## config.mk

```make
export PLATFORM = sky130hd
export DESIGN_NAME = bit_reverse_stream
export DESIGN_NICKNAME = d
export VERILOG_FILES = /design/src/rtl/bit_reverse_stream.sv
export SDC_FILE = /design/constraint.sdc
export NUM_CORES = 1
export LEC_CHECK = 0
export ABC_AREA = 1
export BUFFER_PORTS_ARGS = -buffer_cell sky130_fd_sc_hd__buf_2
export CORE_ASPECT_RATIO = 1.1
export CORE_MARGIN = 2
export CORE_UTILIZATION = 50
export DETAILED_ROUTE_END_ITERATION = 12
export GPL_TIMING_DRIVEN = 0
export PLACE_DENSITY = 0.81
export SETUP_SLACK_MARGIN = 0.1
export SYNTH_ARGS = -nofsm -noshare
export SYNTH_HDL_FRONTEND = slang
export SYNTH_SLANG_ARGS = --single-unit
```

## constraint.sdc

```tcl
create_clock -name clk -period 1.5 [get_ports clk]
set_clock_uncertainty 0.1 [all_clocks]
set_input_delay 0.3 -clock clk [delete_from_list [all_inputs] [get_ports clk]]
set_output_delay 0.3 -clock clk [all_outputs]
set_load 0.02 [all_outputs]
```

## src/rtl/bit_reverse_stream.sv

```systemverilog
// Streaming bit/group permutation stage with a one-deep skid buffer.
// in_ready is registered so the upstream handshake never depends on out_ready.
module bit_reverse_stream #(
  parameter int DATA_W  = 8,   // even, >= 2
  parameter int GROUP_W = 1,   // must divide DATA_W
  parameter int CNT_W   = 16
) (
  input  logic              clk,
  input  logic              rst,
  input  logic              in_valid,
  output logic              in_ready,
  input  logic [DATA_W-1:0] in_data,
  input  logic [1:0]        in_mode,
  output logic              out_valid,
  input  logic              out_ready,
  output logic [DATA_W-1:0] out_data,
  output logic [CNT_W-1:0]  beat_cnt
);

  localparam int N_GROUPS = DATA_W / GROUP_W;
  localparam int HALF_W   = DATA_W / 2;

  logic [DATA_W-1:0] w_bit_rev;
  logic [DATA_W-1:0] w_grp_rev;
  logic [DATA_W-1:0] w_half_swap;
  logic [DATA_W-1:0] w_perm;
  logic              w_in_xfer;
  logic              w_out_xfer;
  logic              w_main_free;

  logic              r_out_valid;
  logic [DATA_W-1:0] r_out_data;
  logic              r_skid_valid;
  logic [DATA_W-1:0] r_skid_data;
  logic              r_in_ready;
  logic [CNT_W-1:0]  r_beat_cnt;

  genvar gi;
  generate
    for (gi = 0; gi < DATA_W; gi++) begin : g_bit_rev
      assign w_bit_rev[gi] = in_data[DATA_W-1-gi];
    end
    for (gi = 0; gi < N_GROUPS; gi++) begin : g_grp_rev
      assign w_grp_rev[gi*GROUP_W +: GROUP_W] = in_data[(N_GROUPS-1-gi)*GROUP_W +: GROUP_W];
    end
  endgenerate

  assign w_half_swap = {in_data[HALF_W-1:0], in_data[DATA_W-1:HALF_W]};

  always_comb begin
    w_perm = in_data;
    case (in_mode)
      2'b00:   w_perm = in_data;
      2'b01:   w_perm = w_bit_rev;
      2'b10:   w_perm = w_grp_rev;
      default: w_perm = w_half_swap;
    endcase
  end

  assign w_in_xfer   = in_valid & r_in_ready;
  assign w_out_xfer  = r_out_valid & out_ready;
  // Main register can take a new word when it is empty or draining this edge.
  assign w_main_free = w_out_xfer | ~r_out_valid;

  always_ff @(posedge clk) begin
    if (rst) begin
      r_out_valid  <= 1'b0;
      r_out_data   <= '0;
      r_skid_valid <= 1'b0;
      r_skid_data  <= '0;
      r_in_ready   <= 1'b1;
      r_beat_cnt   <= '0;
    end else begin
      if (w_main_free) begin
        if (r_skid_valid) begin
          // in_ready is low here, so no new beat competes with the skid word.
          r_out_data   <= r_skid_data;
          r_out_valid  <= 1'b1;
          r_skid_valid <= 1'b0;
          r_in_ready   <= 1'b1;
        end else if (w_in_xfer) begin
          r_out_data  <= w_perm;
          r_out_valid <= 1'b1;
        end else begin
          r_out_valid <= 1'b0;
        end
      end else if (w_in_xfer) begin
        r_skid_data  <= w_perm;
        r_skid_valid <= 1'b1;
        r_in_ready   <= 1'b0;
      end
      if (w_out_xfer) begin
        r_beat_cnt <= r_beat_cnt + CNT_W'(1);
      end
    end
  end

  assign in_ready  = r_in_ready;
  assign out_valid = r_out_valid;
  assign out_data  = r_out_data;
  assign beat_cnt  = r_beat_cnt;

endmodule

```

==> out/summary.log, run 1 <==
qor: setup_path.critical_path_arrival 0.97 ns
qor: synth.mean_cell_area_of_the_mapped_netlist 7.02 um2
qor: timing.timing.slew.headroom 0.714
qor: synth.post_synth_inst_count 254
qor: layout.layout-drive-gt1-share 0.274
qor: clock_tree.cts.sinks 35
qor: floorplan.dieWidth 61.0 um
qor: setup_path.worst_setup_path_end_kind output port
qor: synth.post_synth_xor_xnor_area 0.00491
qor: setup_path.critPathSlowestCell sky130_fd_sc_hd__dfxtp_1
qor: drt.ant_nets 0
qor: clock_tree.htree_num_levels 2
qor: min_path.min-delay-path-class input port to flop
qor: setup_path.critical_path.max_stage_delay 0.43 ns
qor: setup_path.critical_path.startpoint_type flop
qor: synth.yosysSeqAreaShare 0.393
qor: setup_path.cell_family_with_most_cp_delay flip-flops
qor: synth.number_of_warning_messages_in_the_yosys_log 0
qor: synth.yosys.area_share.adder 0.0210
qor: layout.area_delta_synth_final 20.9%
qor: setup_path.critical_path_buffers_and_inverters 1
qor: synth.dominant_combinational_cell_family_by_area_after_synthesis simple AND/OR/NAND/NOR gates
qor: timing.worst-slew-pin-transition 0.428 ns
qor: global_route.grt-ovfl-total 0
qor: clock_tree.numCtsBuffers 5
qor: synth.synth_compound_area_frac 0.203
qor: clock_tree.clkSlewWorstSetupHoldPaths 0.10 ns
qor: layout.final_net_count 319
qor: layout.leading_cell_type_in_the_layout_fill_and_taps_excluded sky130_fd_sc_hd__nand2_1
qor: setup_path.timing.critical_path.cells buf_2
qor: global_route.grt_pass1_wl 6.92 mm
qor: setup_path.worstSetupPathType flop to output port
qor: synth.synth.cell_area 1780 um2
qor: global_route.grt_start_max_net_pins 11
qor: timing.setup_viol_count_final 0
qor: floorplan.placementRows 22
qor: timing.drv_slew 0
qor: floorplan.die_height 66.7 um
qor: drt.avgRoutedWirePerCell 11.9 um
qor: clock_tree.cts_tree built
qor: drt.vias_per_cell 5.09
qor: layout.finish.utilization 0.637
qor: layout.final_cell_mix sky130_fd_sc_hd__nand2_1, sky130_fd_sc_hd__buf_2, sky130_fd_sc_hd__a21oi_1
qor: synth.syn_nets 271
qor: setup_path.critical_path_peak_fanout 5
qor: min_path.hold_path_depth 2
qor: global_route.grt_pass1_vias 1,620
qor: pwr.power-per-cell-area 830 nW/um2
qor: clock_tree.postCtsHoldBufs 0
qor: synth.synth.mux.area_fraction 0
qor: global_route.antenna_found_initial 0
qor: timing.fin_crit 1.37 ns
qor: setup_path.cp_num_cells 1
qor: layout.antenna_cells 0
qor: timing.timing.setup.tns 0 ns
qor: setup_path.ff2ff_path_depth 6
qor: clock_tree.worst_skew_pair_later_pin_latency 0.34 ns
qor: status.status finished clean
qor: timing.max_frequency 0.730 GHz
qor: drt.wirelength 4.19 mm
qor: synth.synth_simple_gate_area_frac 0.300
qor: clock_tree.ctsRootBufferMaster sky130_fd_sc_hd__clkbuf_4
qor: global_route.grt_util_all_layers 0.230
qor: setup_path.worst-endpoint-required 1.10 ns
qor: floorplan.floorplan.initialDensity 0.527
qor: floorplan.design.portCount 40
qor: drt.drc 0
qor: timing.setup_repair_after_global_routing_missed_its_margin true
qor: placed_design.place.detailed.hpwl 3.08 mm
qor: drt.drt_pre_antenna_iters 4
qor: timing.finalCritPeriodShare 0.913
qor: synth.post_synthesis_register_bit_count 35
qor: pwr.power.leakage 0.947 nW
qor: drt.drt-initial-drc-count 105
qor: floorplan.die_area 4060 um2
qor: drt.number_of_vias_in_the_routed_layout 1,788
qor: placed_design.gpl.final_weighted_congestion 0.875
qor: pwr.peak_vdd_ir 0.657 mV
qor: run.max_cap_violations 0
qor: timing.timing.final.hold_violations 0
qor: synth.synth_unique_cells 27
qor: placed_design.io_buffer_count 39
qor: floorplan.coreArea 3390 um2
qor: clock_tree.cts-root-to-sink-buffers 2
## registers in the layout, indices dropped and copies added (netlist names)
signal        flops
r_skid_data       8
beat_cnt         16
out_data          8
out_valid         1
r_skid_valid      1
in_ready          1
## per-stage QoR
step	cells	hold slack, ns	instance area, um2	setup WS [ns]	total power [mW]
6_report	351	0.0940	2160	0.131	1.79
5_1_grt	351	0.101	2160	0.0610	1.89
4_1_cts	349	0.0839	2100	0.111	1.80
3_5_place_dp	341	0.390	2040	-0.183	1.31
3_3_place_gp	341	0.384	2040	-0.142	1.30
2_1_floorplan	254	0.272	1790	0.107	1.22
## where the power goes
group          switching (mW)  internal, mW  leakage, nW
registers              0.0291         0.970        0.290
clock network           0.306         0.182       0.0293
logic                   0.190         0.114        0.627
## kinds of logic (layout without fill, tap and decap cells)
group,after synthesis,in the layout
compound gates,70,70
xor+xnor,1,1
fa+ha+maj,3,3
buf+inv,32,81
flops,35,35
simple gates,113,113
## final cells by class
cell class | count | area [um2]
fillers | 317 | 1230
multi-input cells | 187 | 972
flip-flops and latches | 35 | 721
repair buffers | 41 | 210
inverters | 24 | 92.6
well taps | 48 | 60.1
plain buffers | 8 | 51.3
clock buffers | 7 | 45.0
clock inverters | 1 | 5.00
## routing by layer
layer	up-vias	share of wire	GRT usage
met5	-	0	0
met2	42	0.48	0.394
met4	0	0.019	0.106
met1	802	0.46	0.273
met3	8	0.041	0.0408
li1	936	-	-
## repair_timing
item                                    4_1_cts  5_1_grt
pin swaps                                     0        5
endpoints found under the setup margin        4       18
resized for setup                             4       16
buffers inserted                              0        2
## cell usage after synthesis
cell                       number  area share
sky130_fd_sc_hd__a21oi_1       32       0.090
sky130_fd_sc_hd__a21oi_2        1      0.0049
sky130_fd_sc_hd__buf_2          3      0.0084
sky130_fd_sc_hd__buf_6          2       0.013
sky130_fd_sc_hd__clkbuf_1       3      0.0063
sky130_fd_sc_hd__dfxtp_1       35        0.39
sky130_fd_sc_hd__ha_1           3       0.021
sky130_fd_sc_hd__inv_1         22       0.046
sky130_fd_sc_hd__inv_2          2      0.0042
sky130_fd_sc_hd__nand2_1       48        0.10
sky130_fd_sc_hd__nand2_2        3       0.011
sky130_fd_sc_hd__nand2_4        2       0.013
sky130_fd_sc_hd__nand3_1       17       0.048
sky130_fd_sc_hd__nand3_2        1      0.0056
sky130_fd_sc_hd__nand4_1        1      0.0035
sky130_fd_sc_hd__nor2_1        24       0.050
sky130_fd_sc_hd__nor2_2         2      0.0070
sky130_fd_sc_hd__nor2_4         4       0.025
sky130_fd_sc_hd__nor3_1         3      0.0084
sky130_fd_sc_hd__o21a_1         1      0.0042
sky130_fd_sc_hd__o21ai_0       18       0.050
sky130_fd_sc_hd__o21ai_1       16       0.045
sky130_fd_sc_hd__o21ai_2        1      0.0049
sky130_fd_sc_hd__o21bai_1       1      0.0042
sky130_fd_sc_hd__or2_0          4       0.014
sky130_fd_sc_hd__or2_1          4       0.014
sky130_fd_sc_hd__xor2_1         1      0.0049
## worst paths after layout
path	end	slack, ns	start
worst max-delay path	beat_cnt[10]	0.13	beat_cnt[10]$_SDFFE_PP0P_
worst min-delay path	beat_cnt[11]$_SDFFE_PP0P_	0.09	rst
worst max register to register	beat_cnt[12]$_SDFFE_PP0P_	0.17	beat_cnt[1]$_SDFFE_PP0P_
worst min register to register	beat_cnt[14]$_SDFFE_PP0P_	0.41	beat_cnt[14]$_SDFFE_PP0P_
Power figures use the tool's default switching activity.
==> run 2, diff against run 1 <==
--- a/config.mk
+++ b/config.mk
@@ -11,9 +11,10 @@
 export CORE_MARGIN = 2
 export CORE_UTILIZATION = 50
 export DETAILED_ROUTE_END_ITERATION = 12
-export GPL_TIMING_DRIVEN = 0
 export PLACE_DENSITY = 0.81
+export REMOVE_ABC_BUFFERS = 1
 export SETUP_SLACK_MARGIN = 0.1
 export SYNTH_ARGS = -nofsm -noshare
 export SYNTH_HDL_FRONTEND = slang
 export SYNTH_SLANG_ARGS = --single-unit
+export TNS_END_PERCENT = 5
==> run 2 against run 1 <==
Compared with the run above:
- hold slack lost 0.011 ns
- maximum frequency shrank 2.3%
- non-clock buffer count grew 2
- sequential share of layout area shrank 0.88 points
- final area grew 0.93%
- critical path type unchanged
- count of clock-buffer cells in the layout grew 1
==> out/summary.log, run 2 (synthesis gave the netlist of run 1 again) <==
qor: timing.finalCritPeriodShare 0.935 [was 0.913]
qor: min_path.whs_endpoint beat_cnt[11]$_SDFFE_PP0P_ [unchanged]
qor: floorplan.die_height 66.7 um [unchanged]
qor: floorplan.die_area 4060 um2 [unchanged]
qor: status.status finished clean [unchanged]
qor: layout.final_non_filler_cell_area 2180 um2 [was 2160 um2]
qor: drt.avgRoutedWirePerCell 11.5 um [was 11.9 um]
qor: clock_tree.numCtsBuffers 5 [unchanged]
qor: layout.final_net_count 321 [was 319]
qor: setup_path.critical_path.startpoint_type flop [unchanged]
qor: setup_path.worst-endpoint-required 1.10 ns [about the same]
qor: timing.setup_repair_after_global_routing_missed_its_margin true [unchanged]
qor: timing.timing.final.hold_violations 0 [unchanged]
qor: setup_path.rrSetupSlack 0.16 ns [was 0.17 ns]
qor: layout.antenna_cells 0 [unchanged]
qor: clock_tree.ctsRootBufferMaster sky130_fd_sc_hd__clkbuf_4 [unchanged]
qor: setup_path.critical_path_peak_fanout 6 [was 5]
qor: layout.layout-drive-gt1-share 0.272 [was 0.274]
qor: min_path.hold_path_depth 2 [unchanged]
qor: global_route.antenna_found_initial 0 [unchanged]
qor: clock_tree.postCtsHoldBufs 0 [unchanged]
qor: timing.max_frequency 0.713 GHz [was 0.730 GHz]
qor: drt.vias_per_cell 5.13 [was 5.09]
qor: timing.worst-slew-pin-transition 0.371 ns [was 0.428 ns]
qor: clock_tree.clkSlewWorstSetupHoldPaths 0.11 ns [was 0.10 ns]
qor: setup_path.critical_path.max_stage_delay 0.45 ns [was 0.43 ns]
qor: floorplan.design.portCount 40 [unchanged]
qor: setup_path.regToRegEndpoint beat_cnt[12]$_SDFFE_PP0P_ [unchanged]
qor: global_route.grt_pass1_wl 6.75 mm [was 6.92 mm]
qor: placed_design.io_buffer_count 39 [unchanged]
qor: floorplan.placementRows 22 [unchanged]
qor: global_route.grt_start_max_net_pins 19 [was 11]
qor: drt.drc 0 [unchanged]
qor: floorplan.floorplan.initialDensity 0.527 [unchanged]
qor: min_path.worst_hold_startpoint rst [unchanged]
qor: timing.drv_slew 0 [unchanged]
qor: setup_path.critical_path_buffers_and_inverters 1 [unchanged]
qor: layout.final_cell_mix sky130_fd_sc_hd__nand2_1, sky130_fd_sc_hd__buf_2, sky130_fd_sc_hd__a21oi_1 [unchanged]
qor: layout.area_delta_synth_final 22.0% [was 20.9%]
qor: pwr.power-per-cell-area 872 nW/um2 [was 830 nW/um2]
qor: setup_path.r2r_start beat_cnt[1]$_SDFFE_PP0P_ [unchanged]
qor: global_route.grt-ovfl-total 0 [unchanged]
qor: drt.number_of_vias_in_the_routed_layout 1,812 [was 1,788]
qor: setup_path.worstSetupPathType flop to output port [unchanged]
qor: clock_tree.worst_skew_pair_later_pin_latency 0.34 ns [about the same]
qor: drt.wirelength 4.07 mm [was 4.19 mm]
qor: clock_tree.htree_num_levels 2 [unchanged]
qor: placed_design.place.detailed.hpwl 2.97 mm [was 3.08 mm]
qor: layout.leading_cell_type_in_the_layout_fill_and_taps_excluded sky130_fd_sc_hd__nand2_1 [unchanged]
qor: setup_path.worst_setup_path_end_kind output port [unchanged]
qor: setup_path.ff2ff_path_depth 6 [unchanged]
qor: setup_path.timing.critical_path.cells buf_2 [unchanged]
qor: pwr.power.leakage 0.974 nW [was 0.947 nW]
qor: placed_design.gpl.final_weighted_congestion 0.938 [was 0.875]
qor: setup_path.critical_path_arrival 1.00 ns [was 0.97 ns]
qor: drt.ant_nets 0 [unchanged]
qor: placed_design.post-place-ws -0.144 ns [was -0.183 ns]
qor: clock_tree.cts-root-to-sink-buffers 2 [unchanged]
qor: timing.timing.slew.headroom 0.752 [was 0.714]
qor: floorplan.dieWidth 61.0 um [unchanged]
qor: global_route.grt_util_all_layers 0.220 [was 0.230]
qor: setup_path.cell_family_with_most_cp_delay flip-flops [unchanged]
qor: layout.largest_reg_flops 16 [unchanged]
qor: placed_design.place_inst 342 [was 341]
qor: drt.drt_pre_antenna_iters 4 [unchanged]
qor: clock_tree.cts_tree built [unchanged]
qor: timing.final.setup.worst_slack 0.0978 ns [was 0.131 ns]
qor: run.max_cap_violations 0 [unchanged]
qor: clock_tree.cts.sinks 35 [unchanged]
qor: drt.drt-initial-drc-count 106 [was 105]
qor: min_path.min-delay-path-class input port to flop [unchanged]
qor: setup_path.critPathSlowestCell sky130_fd_sc_hd__dfxtp_1 [unchanged]
qor: timing.fin_crit 1.40 ns [was 1.37 ns]
qor: pwr.peak_vdd_ir 0.673 mV [was 0.657 mV]
qor: timing.setup_viol_count_final 0 [unchanged]
qor: layout.post_layout_nonfiller_instances 353 [was 351]
qor: global_route.grt_pass1_vias 1,596 [was 1,620]
qor: placed_design.placed_inst_area 2060 um2 [was 2040 um2]
qor: floorplan.coreArea 3390 um2 [unchanged]
## run 2: changes by cell type in the layout (fill, tap and decap cells not counted), sizes merged
cell / before / now
clkinv: 1 / 0
clkbuf: 11 / 8
buf: 45 / 51
## run 2: repair_timing
| item | 4_1_cts | 5_1_grt |
|---|---|---|
| gates resized for setup | 1 | 9 |
| pin swaps | 0 | 5 |
| setup endpoints to repair | 4 | 23 |
| setup buffers | 0 | 3 |
## run 2: where the power goes
part / switching, mW / total [mW] / leakage (nW) / internal, mW
Combinational: 0.188 / 0.309 / 0.648 / 0.120
Clock: 0.317 / 0.593 / 0.0386 / 0.276
Sequential: 0.0254 / 0.996 / 0.288 / 0.971
Total: 0.531 / 1.90 / 0.974 / 1.37
## run 2: routing by layer
layer,track usage,vias to the layer above,wire (um)
met1,0.254,812,1760
met5,0,-,0
li1,-,937,-
met4,0.0679,0,69
met2,0.387,55,2030
met3,0.0583,8,214
## run 2: how the worst max path moves through the flow
| stage | start | endpoint | slack (ns) | cells past startpoint |
|---|---|---|---|---|
| detailed placement | in_mode[0] | out_data[2]$_SDFFE_PP0P_ | -0.14 | 8 |
| global placement | in_mode[0] | out_data[2]$_SDFFE_PP0P_ | -0.11 | 8 |
| CTS | beat_cnt[2]$_SDFFE_PP0P_ | beat_cnt[2] | 0.09 | 1 |
| global route | beat_cnt[0]$_SDFFE_PP0P_ | beat_cnt[11]$_SDFFE_PP0P_ | 0.04 | 8 |
| floorplan | beat_cnt[1]$_SDFFE_PP0P_ | beat_cnt[12]$_SDFFE_PP0P_ | 0.06 | 6 |
| finish | beat_cnt[3]$_SDFFE_PP0P_ | beat_cnt[3] | 0.1 | 1 |
## run 2: cell type report
type,instances,area [um2]
sequential,35,708
clock buffer,8,68.8
multi-input combinational,187,965
tap,48,60.1
timing repair buffer,51,285
inverter,24,90.1
fill,329,1210
## run 2: through the flow
stage | TNS [ns] | util | power (mW) | hold slack, ns
after floorplan | 0 | - | 1.20 | 0.272
after global placement | -0.422 | 0.608 | 1.31 | 0.387
after detailed placement | -0.805 | 0.608 | 1.32 | 0.400
after CTS | 0 | 0.629 | 1.91 | 0.0839
after global routing | 0 | 0.643 | 1.99 | 0.0731
final | 0 | 0.643 | 1.90 | 0.0833
==> run 3, diff against run 2 <==
--- a/config.mk
+++ b/config.mk
@@ -11,6 +11,7 @@
 export CORE_MARGIN = 2
 export CORE_UTILIZATION = 50
 export DETAILED_ROUTE_END_ITERATION = 12
+export GPL_TIMING_DRIVEN = 0
 export PLACE_DENSITY = 0.81
 export REMOVE_ABC_BUFFERS = 1
 export SETUP_SLACK_MARGIN = 0.1
==> run 3 against run 2 <==
Compared with the run above:
- combinational power is 8.7% lower
- count of clock-buffer cells in the layout shrank 1
- cell count shrank 2.8%
- first-iteration DRC count decreased by 45%
- maximum frequency up 0.50%
- core utilization is 2.5 points lower
- wire length is 12% lower
==> out/summary.log, run 3 (synthesis gave the netlist of run 1 again) <==
qor: timing.setup_viol_count_final 0 [unchanged]
qor: min_path.hold_path_depth 2 [unchanged]
qor: setup_path.worst_setup_path_end_kind output port [unchanged]
qor: setup_path.cp_num_cells 1 [unchanged]
qor: placed_design.placed_inst_area 1990 um2 [was 2060 um2]
qor: clock_tree.postCtsHoldBufs 0 [unchanged]
qor: pwr.peak_vdd_ir 0.514 mV [was 0.673 mV]
qor: pwr.power-per-cell-area 837 nW/um2 [was 872 nW/um2]
qor: setup_path.worst-endpoint-required 1.10 ns [about the same]
qor: global_route.grt-ovfl-total 0 [unchanged]
qor: clock_tree.clkSlewWorstSetupHoldPaths 0.10 ns [was 0.11 ns]
qor: timing.fin_hold_ws 0.0768 ns [was 0.0833 ns]
qor: global_route.grt_pass1_vias 1,498 [was 1,596]
qor: layout.final_net_count 311 [was 321]
qor: setup_path.rrSetupSlack 0.16 ns [about the same]
qor: drt.drc 0 [unchanged]
qor: timing.max_frequency 0.717 GHz [was 0.713 GHz]
qor: clock_tree.cts_tree built [unchanged]
qor: clock_tree.worst_skew_pair_later_pin_latency 0.33 ns [was 0.34 ns]
qor: setup_path.regToRegEndpoint beat_cnt[15]$_SDFFE_PP0P_ [was beat_cnt[12]$_SDFFE_PP0P_]
qor: layout.final_cell_mix sky130_fd_sc_hd__nand2_1, sky130_fd_sc_hd__buf_2, sky130_fd_sc_hd__a21oi_1 [unchanged]
qor: setup_path.cell_family_with_most_cp_delay flip-flops [unchanged]
qor: setup_path.r2r_start out_valid$_SDFFE_PP0P_ [was beat_cnt[1]$_SDFFE_PP0P_]
qor: drt.vias_per_cell 5.02 [was 5.13]
qor: setup_path.critical_path_buffers_and_inverters 1 [unchanged]
qor: timing.worst-slew-pin-transition 0.804 ns [was 0.371 ns]
qor: floorplan.coreArea 3390 um2 [unchanged]
qor: placed_design.io_buffer_count 39 [unchanged]
qor: setup_path.critical_path.max_stage_delay 0.45 ns [about the same]
qor: setup_path.timing.critical_path.cells buf_2 [unchanged]
qor: drt.ant_nets 0 [unchanged]
qor: setup_path.critPathSlowestCell sky130_fd_sc_hd__dfxtp_1 [unchanged]
qor: setup_path.critical_path_peak_fanout 7 [was 6]
qor: pwr.power.leakage 0.917 nW [was 0.974 nW]
qor: floorplan.dieWidth 61.0 um [unchanged]
qor: clock_tree.cts-root-to-sink-buffers 2 [unchanged]
qor: layout.layout-drive-gt1-share 0.231 [was 0.272]
qor: floorplan.design.portCount 40 [unchanged]
qor: placed_design.place_inst 333 [was 342]
qor: floorplan.die_area 4060 um2 [unchanged]
qor: setup_path.ff2ff_path_depth 7 [was 6]
qor: floorplan.placementRows 22 [unchanged]
qor: global_route.grt_pass1_wl 6.03 mm [was 6.75 mm]
qor: timing.setup_repair_after_global_routing_missed_its_margin true [unchanged]
qor: placed_design.gpl.final_weighted_congestion 0.902 [was 0.938]
qor: floorplan.floorplan.initialDensity 0.527 [unchanged]
qor: timing.timing.slew.headroom 0.464 [was 0.752]
qor: drt.number_of_vias_in_the_routed_layout 1,721 [was 1,812]
qor: layout.post_layout_nonfiller_instances 343 [was 353]
qor: setup_path.critical_path_arrival 1.00 ns [about the same]
qor: min_path.worst_hold_startpoint rst [unchanged]
qor: timing.timing.final.hold_violations 0 [unchanged]
qor: min_path.min-delay-path-class input port to flop [unchanged]
qor: layout.largest_reg_flops 16 [unchanged]
qor: timing.fin_crit 1.40 ns [about the same]
qor: clock_tree.cts.sinks 35 [unchanged]
qor: layout.final_non_filler_cell_area 2090 um2 [was 2180 um2]
qor: global_route.grt_util_all_layers 0.197 [was 0.220]
qor: clock_tree.htree_num_levels 2 [unchanged]
qor: layout.antenna_cells 0 [unchanged]
qor: setup_path.critical_path.startpoint_type flop [unchanged]
qor: timing.finalCritPeriodShare 0.930 [was 0.935]
qor: global_route.antenna_found_initial 0 [unchanged]
qor: drt.drt-initial-drc-count 58 [was 106]
qor: min_path.whs_endpoint beat_cnt[11]$_SDFFE_PP0P_ [unchanged]
qor: drt.avgRoutedWirePerCell 10.5 um [was 11.5 um]
qor: clock_tree.ctsRootBufferMaster sky130_fd_sc_hd__clkbuf_4 [unchanged]
qor: run.max_cap_violations 0 [unchanged]
qor: layout.area_delta_synth_final 17.2% [was 22.0%]
qor: setup_path.worstSetupPathType flop to output port [unchanged]
qor: status.status finished clean [unchanged]
qor: floorplan.die_height 66.7 um [unchanged]
qor: drt.wirelength 3.59 mm [was 4.07 mm]
qor: drt.drt_pre_antenna_iters 4 [unchanged]
qor: global_route.grt_start_max_net_pins 32 [was 19]
qor: placed_design.place.detailed.hpwl 2.70 mm [was 2.97 mm]
qor: clock_tree.numCtsBuffers 5 [unchanged]
qor: timing.drv_slew 0 [unchanged]
qor: layout.leading_cell_type_in_the_layout_fill_and_taps_excluded sky130_fd_sc_hd__nand2_1 [unchanged]
run 3: worst max path at each step:
stage | slack [ns] | endpoint | startpoint
floorplan | 0.06 | beat_cnt[12]$_SDFFE_PP0P_ | beat_cnt[1]$_SDFFE_PP0P_
global placement | -0.11 | out_data[2]$_SDFFE_PP0P_ | in_mode[0]
detailed placement | -0.16 | out_data[2]$_SDFFE_PP0P_ | in_mode[1]
CTS | 0.03 | beat_cnt[8]$_SDFFE_PP0P_ | beat_cnt[1]$_SDFFE_PP0P_
global route | 0.03 | beat_cnt[8]$_SDFFE_PP0P_ | beat_cnt[0]$_SDFFE_PP0P_
finish | 0.10 | beat_cnt[8] | beat_cnt[8]$_SDFFE_PP0P_
run 3: stage by stage:
stage	power [mW]	util	TNS, ns	setup slack [ns]
global placement	1.29	0.588	-1.27	-0.107
finish	1.75	0.618	0	0.105
floorplan	1.20	-	0	0.0575
CTS	1.77	0.603	0	0.0308
detailed placement	1.30	0.588	-1.57	-0.164
global route	1.86	0.618	0	0.0316
run 3: repair_timing:
item | CTS | global route
pin swaps | 0 | 2
setup endpoints to repair | 14 | 32
setup buffers | 0 | 2
gates resized for setup | 1 | 7
run 3: per-layer routing:
| layer | track usage | wire length, um | vias to the layer above |
|---|---|---|---|
| li1 | - | - | 919 |
| met3 | 0.0583 | 173 | 7 |
| met5 | 0 | 0 | - |
| met2 | 0.355 | 1740 | 43 |
| met4 | 0.0734 | 68 | 0 |
| met1 | 0.211 | 1610 | 752 |
run 3: area by class of cell:
class	instances	area, um2
flip-flops and latches	35	711
clock buffers	7	45.0
fillers	324	1290
well taps	48	60.1
clock inverters	1	5.00
multi-input cells	187	957
repair buffers	41	223
inverters	24	90.1
run 3: power breakdown:
| part | leakage, nW | switching [mW] | internal [mW] |
|---|---|---|---|
| clock | 0.0293 | 0.289 | 0.183 |
| sequential | 0.288 | 0.0281 | 0.968 |
| combinational | 0.600 | 0.177 | 0.105 |
| total | 0.917 | 0.494 | 1.26 |
